==> src/rtl/trace_pkg.sv <==
// Shared types and helpers for the trace buffer read path.
package trace_pkg;

  typedef enum logic [2:0] {
    IDLE,
    HDR_SYNC,
    HDR_CNT,
    RD,
    LATCH,
    SEND,
    TRAIL
  } unload_state_e;

  localparam logic [7:0] SYNC_BYTE_DEFAULT = 8'hA5;

  // Ceiling log2, so log2(depth+1) sizes a counter that can hold 0..depth.
  function automatic int log2(input int value);
    int result;
    result = 0;
    while ((1 << result) < value) result++;
    return result;
  endfunction

endpackage

==> src/rtl/trace_buffer_unloader_if.sv <==
// Byte-wide valid/ready stream carrying framed trace data off chip.
interface trace_buffer_unloader_if;

  logic [7:0] tx_data;
  logic       tx_valid;
  logic       tx_ready;

  modport master (output tx_data, output tx_valid, input tx_ready);
  modport slave  (input tx_data, input tx_valid, output tx_ready);

endinterface

==> src/rtl/trace_word_serializer.sv <==
// Holds one trace word and presents it a byte at a time, LSB first.
module trace_word_serializer #(
  parameter int Fpay = 32
) (
  input  logic            clk,
  input  logic            reset,
  input  logic            load_i,
  input  logic [Fpay-1:0] word_i,
  input  logic            advance_i,
  output logic [7:0]      byte_o,
  output logic            last_o
);

  localparam int NBytes = Fpay / 8;
  localparam int IdxW   = (NBytes > 1) ? $clog2(NBytes) : 1;

  logic [Fpay-1:0] shift_q, shift_d;
  logic [IdxW-1:0] idx_q, idx_d;

  always_comb begin
    shift_d = shift_q;
    idx_d   = idx_q;
    if (load_i) begin
      shift_d = word_i;
      idx_d   = '0;
    end else if (advance_i) begin
      shift_d = shift_q >> 8;
      idx_d   = idx_q + 1'b1;
    end
  end

  always_ff @(posedge clk) begin
    if (reset) begin
      shift_q <= '0;
      idx_q   <= '0;
    end else begin
      shift_q <= shift_d;
      idx_q   <= idx_d;
    end
  end

  assign byte_o = shift_q[7:0];
  assign last_o = (idx_q == IdxW'(NBytes - 1));

endmodule

==> src/rtl/trace_buffer_unloader.sv <==
// Drains up to MAX_BURST trace words per request and frames them as
// sync, count, LSB-first payload and an XOR checksum of the payload.
module trace_buffer_unloader
  import trace_pkg::*;
#(
  parameter int         Fpay      = 32,
  parameter int         TB_Depth  = 512,
  parameter int         MAX_BURST = 255,
  parameter logic [7:0] SYNC_BYTE = SYNC_BYTE_DEFAULT,
  localparam int        CNTw      = log2(TB_Depth + 1)
) (
  input  logic                     clk,
  input  logic                     reset,
  input  logic                     start,
  input  logic [CNTw-1:0]          fifo_count,
  input  logic                     fifo_empty,
  output logic                     fifo_rd,
  input  logic [Fpay-1:0]          fifo_dout,
  trace_buffer_unloader_if.master  tx,
  output logic                     busy,
  output logic                     done,
  output logic                     underrun_err
);

  unload_state_e   state_q, state_d;
  logic [7:0]      remaining_q, remaining_d;
  logic [7:0]      checksum_q, checksum_d;
  logic            underrun_q, underrun_d;
  logic [7:0]      burstLen;
  logic            serLoad, serAdvance, serLast;
  logic [Fpay-1:0] serWord;
  logic [7:0]      serByte;

  // N is fixed at start; words pushed during the frame wait for the next one.
  assign burstLen = (int'(fifo_count) > MAX_BURST) ? 8'(MAX_BURST) : 8'(fifo_count);

  trace_word_serializer #(.Fpay(Fpay)) u_serializer (
    .clk       (clk),
    .reset     (reset),
    .load_i    (serLoad),
    .word_i    (serWord),
    .advance_i (serAdvance),
    .byte_o    (serByte),
    .last_o    (serLast)
  );

  always_comb begin
    state_d     = state_q;
    remaining_d = remaining_q;
    checksum_d  = checksum_q;
    underrun_d  = underrun_q;
    fifo_rd     = 1'b0;
    tx.tx_valid = 1'b0;
    tx.tx_data  = 8'h00;
    serLoad     = 1'b0;
    serWord     = '0;
    serAdvance  = 1'b0;
    done        = 1'b0;
    unique case (state_q)
      IDLE: begin
        if (start) begin
          remaining_d = burstLen;
          checksum_d  = 8'h00;
          underrun_d  = 1'b0;
          state_d     = HDR_SYNC;
        end
      end
      HDR_SYNC: begin
        tx.tx_valid = 1'b1;
        tx.tx_data  = SYNC_BYTE;
        if (tx.tx_ready) state_d = HDR_CNT;
      end
      HDR_CNT: begin
        tx.tx_valid = 1'b1;
        tx.tx_data  = remaining_q;
        if (tx.tx_ready) state_d = (remaining_q != 8'd0) ? RD : TRAIL;
      end
      RD: begin
        // An empty FIFO mid-frame still yields a word (zeros) to keep the count honest.
        if (!fifo_empty) begin
          fifo_rd = 1'b1;
          state_d = LATCH;
        end else begin
          serLoad    = 1'b1;
          underrun_d = 1'b1;
          state_d    = SEND;
        end
      end
      LATCH: begin
        serLoad = 1'b1;
        serWord = fifo_dout;
        state_d = SEND;
      end
      SEND: begin
        tx.tx_valid = 1'b1;
        tx.tx_data  = serByte;
        if (tx.tx_ready) begin
          checksum_d = checksum_q ^ serByte;
          serAdvance = 1'b1;
          if (serLast) begin
            remaining_d = remaining_q - 8'd1;
            state_d     = (remaining_q == 8'd1) ? TRAIL : RD;
          end
        end
      end
      TRAIL: begin
        tx.tx_valid = 1'b1;
        tx.tx_data  = checksum_q;
        if (tx.tx_ready) begin
          done    = 1'b1;
          state_d = IDLE;
        end
      end
      default: state_d = IDLE;
    endcase
  end

  always_ff @(posedge clk) begin
    if (reset) begin
      state_q     <= IDLE;
      remaining_q <= 8'd0;
      checksum_q  <= 8'h00;
      underrun_q  <= 1'b0;
    end else begin
      state_q     <= state_d;
      remaining_q <= remaining_d;
      checksum_q  <= checksum_d;
      underrun_q  <= underrun_d;
    end
  end

  assign busy         = (state_q != IDLE);
  assign underrun_err = underrun_q;

endmodule

==> src/flat_wrapper.sv <==
// flat-port wrapper written by rule: the top's interface ports become plain ports
module trace_buffer_unloader_flat import trace_pkg::*;
#(
  parameter int         Fpay      = 32,
  parameter int         TB_Depth  = 512,
  parameter int         MAX_BURST = 255,
  parameter logic [7:0] SYNC_BYTE = SYNC_BYTE_DEFAULT,
  localparam int        CNTw      = log2(TB_Depth + 1)
)
  (clk, reset, start, fifo_count, fifo_empty, fifo_rd, fifo_dout, busy, done, underrun_err, tx_tx_data, tx_tx_valid, tx_tx_ready);
  trace_buffer_unloader_if tx_i ();
  input  logic clk;
  input  logic reset;
  input  logic start;
  input  logic [CNTw-1:0] fifo_count;
  input  logic fifo_empty;
  output logic fifo_rd;
  input  logic [Fpay-1:0] fifo_dout;
  output logic busy;
  output logic done;
  output logic underrun_err;
  output wire logic [$bits(tx_i.tx_data)-1:0] tx_tx_data;
  output wire logic [$bits(tx_i.tx_valid)-1:0] tx_tx_valid;
  input wire logic [$bits(tx_i.tx_ready)-1:0] tx_tx_ready;
  assign tx_tx_data = tx_i.tx_data;
  assign tx_tx_valid = tx_i.tx_valid;
  assign tx_i.tx_ready = tx_tx_ready;
  trace_buffer_unloader #(.Fpay(Fpay), .TB_Depth(TB_Depth), .MAX_BURST(MAX_BURST), .SYNC_BYTE(SYNC_BYTE)) u_core (.clk(clk), .reset(reset), .start(start), .fifo_count(fifo_count), .fifo_empty(fifo_empty), .fifo_rd(fifo_rd), .fifo_dout(fifo_dout), .tx(tx_i), .busy(busy), .done(done), .underrun_err(underrun_err));
endmodule
==> config.mk <==
export PLATFORM = sky130hd
export DESIGN_NAME = trace_buffer_unloader_flat
export DESIGN_NICKNAME = d
export VERILOG_FILES = /design/src/rtl/trace_pkg.sv /design/src/rtl/trace_buffer_unloader_if.sv /design/src/rtl/trace_word_serializer.sv /design/src/rtl/trace_buffer_unloader.sv /design/src/flat_wrapper.sv
export SDC_FILE = /design/constraint.sdc
export NUM_CORES = 1
export LEC_CHECK = 0
export CELL_PAD_IN_SITES_DETAIL_PLACEMENT = 1
export CELL_PAD_IN_SITES_GLOBAL_PLACEMENT = 1
export CORE_MARGIN = 2
export CORE_UTILIZATION = 42
export DETAILED_ROUTE_END_ITERATION = 10
export GPL_ROUTABILITY_DRIVEN = 0
export PLACE_DENSITY_LB_ADDON = 0.25
export SLEW_MARGIN = 0
export SYNTH_ARGS = -nofsm -noshare
export SYNTH_HDL_FRONTEND = slang
export SYNTH_HIERARCHICAL = 1
export SYNTH_SLANG_ARGS = --single-unit
==> constraint.sdc <==
create_clock -name clk -period 4.2 [get_ports clk]
set_clock_uncertainty 0.1 [all_clocks]
set_input_delay 0.84 -clock clk [delete_from_list [all_inputs] [get_ports clk]]
set_output_delay 0.84 -clock clk [all_outputs]
set_load 0.02 [all_outputs]
==> flow_metrics.env <==
export IMPL_reg2reg_from="u_core/state_q[1]"
export IMPL_setup_worst_path_end="tx_tx_data[6]"
export IMPL_ant_nets=0
export IMPL_dp_hpwl_um=6210
export IMPL_yosysMostFrequentCell="dfxtp_1"
export IMPL_syn_nets=446
export IMPL_end_kind="output port"
export IMPL_worst_slew_pin_slew_ps=883
export IMPL_maxCapViolCount=0
export IMPL_dpl_cell_area_um2=3810
export IMPL_timing_final_crit_share_pct=84.7
export IMPL_grt_pass1_vias=2882
export IMPL_dr_total_vias=2966
export IMPL_grt_use_total_pct=21.6
export IMPL_grt_pass1_wl_um=14700
export IMPL_wirelength_um=8820
export IMPL_drive_gt1_share_pct=6.28
export IMPL_overflow=0
export IMPL_port_buffers=59
export IMPL_firstDrtPassIters=4
export IMPL_fillers=919
export IMPL_h_tree_depth=2
export IMPL_crit_path_start_kind="flip-flop"
export IMPL_die_x_um=91.8
export IMPL_met3_usage_pct=3.20
export IMPL_cts_clk_slew_worst_paths_ps=100
export IMPL_synthFlopType="dfxtp_1"
export IMPL_synth_seq_cells=54
export IMPL_final_cell_area_um2=3900
export IMPL_clock_fmax_mhz=281
export IMPL_num_nets_final=480
export IMPL_antenna_found_initial=0
export IMPL_synth_top_family_by_area="simple AND/OR/NAND/NOR gates"
export IMPL_via_per_inst=5.58
export IMPL_cp_startpoint="u_core/state_q[0]"
export IMPL_holdCritPathClass="reg2reg"
export IMPL_synth_avg_cell_area_um2=8.20
export IMPL_worst_r2r_endpoint="u_core/u_serializer/shift_q[25]"
export IMPL_r2r_setup_slack_ps=1680
export IMPL_clkLatencyLatePin_ps=310
export IMPL_tns_ps=0
export IMPL_yosysTopAreaCell="dfxtp_1"
export IMPL_cts_resized=0
export IMPL_yosys_top_cells_area="dfxtp_1 33%, mux2i_1 7.7%, a211oi_1 7.4%, and2_1 6.4%, nor2b_1 5.0%"
export IMPL_std_cell_rows=32
export IMPL_relSlewSlack_pct=41.0
export IMPL_antennaDiodeCount=0
export IMPL_cts_sinks=54
export IMPL_cts_buffer_depth=2
export IMPL_path_class="reg2out"
export IMPL_rsz0062_at_grt="false"
export IMPL_synth_xor_area_share_pct=2.43
export IMPL_wl_per_cell_um=16.6
export IMPL_r2r_cells=6
export IMPL_status="finished, final reports clean"
export IMPL_synth_common_cells="54 x dfxtp_1, 33 x and2_1, 32 x a211oi_1"
export IMPL_hold_viol=0
export IMPL_vdd_drop_max_v=0.000132
export IMPL_synth_cell_types=47
export IMPL_slew_violations=0
export IMPL_yosysSeqAreaShare_pct=33.4
export IMPL_placeableCoreArea_um2=7610
export IMPL_syn_inst=395
export IMPL_cts_buffers=5
export IMPL_synth_area_um2=3240
export IMPL_busiest_layer="met2"
export IMPL_synth_compound_area_share_pct=22.4
export IMPL_total_power_mw=1.17
export IMPL_power_density_nw_per_um2=301
export IMPL_leakage_nw=1.30
export IMPL_cts_tree="yes"
export IMPL_setup_violations=0
export IMPL_synth_mux_area_share_pct=7.72
export IMPL_synthSimpleGateAreaFrac_pct=23.4
export IMPL_grt_max_degree=48
export IMPL_drcViolationCount=0
export IMPL_die_area_um2=8430
export IMPL_drtIter0Drc=107
export IMPL_area_growth_pct=20.3
export IMPL_async_flop_share_pct=0
export IMPL_start_util_pct=42.6
export IMPL_cts_hold_fix_buffers=0
export IMPL_post_cts_buffers=0
export IMPL_fin_crit_ps=3560
export IMPL_worst_ep_required_time_ps=3260
export IMPL_use_met2_pct=37.3
export IMPL_synth_top_area_share_pct=33.4
export IMPL_ioPinCount=60
export IMPL_clock_root_buffer="clkbuf_8"
export IMPL_cp_arrival_ps=2620
export IMPL_use_met1_pct=28.0
export IMPL_synth_edf_count=0
export IMPL_synth_adder_area_share_pct=1.54
export IMPL_yosysWarnings=6
export IMPL_critPathMaxFanout=17
export IMPL_die_y_um=91.8
-- metrics by stage --
step,setup slack (ps),hold WS (ps),std cells,util (%)
2_1_floorplan,1710,365,395,-
3_3_place_gp,1000,366,524,50.1
3_5_place_dp,966,388,524,50.1
4_1_cts,660,412,532,51.2
5_1_grt,472,434,532,51.2
6_report,642,407,532,51.2
-- power breakdown --
group	internal (mW)	switching (mW)	leakage [nW]
clock	0.118	0.181	0.0452
sequential	0.542	0.0334	0.438
combinational	0.137	0.160	0.815
total	0.798	0.375	1.30
-- kinds of logic after synthesis --
logic type                 Yosys count
AOI/OAI and AO/OA                  110
xor gates and xnor gates             9
adders and majority gates            4
buffers and inverters               60
DFF                                 54
muxes                               25
and+or+nand+nor                    133
-- worst min-delay path by stage --
stage                                      from                    end  slack, ps  depth (start not counted)
after floorplan           u_core/remaining_q[1]  u_core/remaining_q[1]        360                          2
after global placement      u_core/underrun_err    u_core/underrun_err        370                          1
after detailed placement    u_core/underrun_err    u_core/underrun_err        390                          1
after CTS                   u_core/underrun_err    u_core/underrun_err        410                          1
after global routing        u_core/underrun_err    u_core/underrun_err        430                          1
final                       u_core/underrun_err    u_core/underrun_err        410                          1
-- metal layers --
layer	up-vias	share of wire [%]	routed length (um)
li1	1463	-	-
met1	1427	47	4120
met2	65	49	4300
met3	11	3.4	300
met4	0	1.2	102
met5	-	0	0
-- sequential cells by signal, indices dropped and copies added, names as in the netlist --
signal,count
u_core/checksum_q,8
u_core/state_q,3
u_core/remaining_q,8
u_core/underrun_err,1
u_core/u_serializer/shift_q,32
u_core/u_serializer/idx_q,2
-- final cells by class --
cell class	instances	area [um^2]	share of cell area, %
well taps	102	128	3.27
repair buffers	68	658	16.9
flip-flops and latches	54	1080	27.7
inverters	19	71.3	1.83
clock buffers	6	72.6	1.86
multi-input cells	281	1870	48.1
clock inverters	2	13.8	0.353
-- critical path, cell delays in order, from the launching register on --
cell	delay, ps
dfxtp_1	330
buf_4	190
nor2b_1	700
a22oi_1	180
nor2_1	170
a31o_2	120
clkdlybuf4s50_1	600
-- placed cells by master, fill, tap and decap left out, types with 3 or more instances in the layout --
master,synthesis,routed
o21ai_0,14,14
nand2_1,16,16
a21oi_1,30,30
or3b_2,3,3
a31oi_1,6,6
clkdlybuf4s50_1,0,59
buf_4,10,9
o22ai_1,3,3
a211oi_1,32,32
ha_1,4,4
clkbuf_8,0,5
inv_1,18,18
nor3_1,10,9
o41ai_1,3,3
nor2_1,18,17
and2_1,33,33
dfxtp_1,54,54
a22oi_1,7,7
or3b_1,6,6
nand3_1,5,5
mux2i_1,25,25
nor2b_1,26,26
xnor2_1,9,9
or3_1,5,5
(Power assumes the default switching activity.)
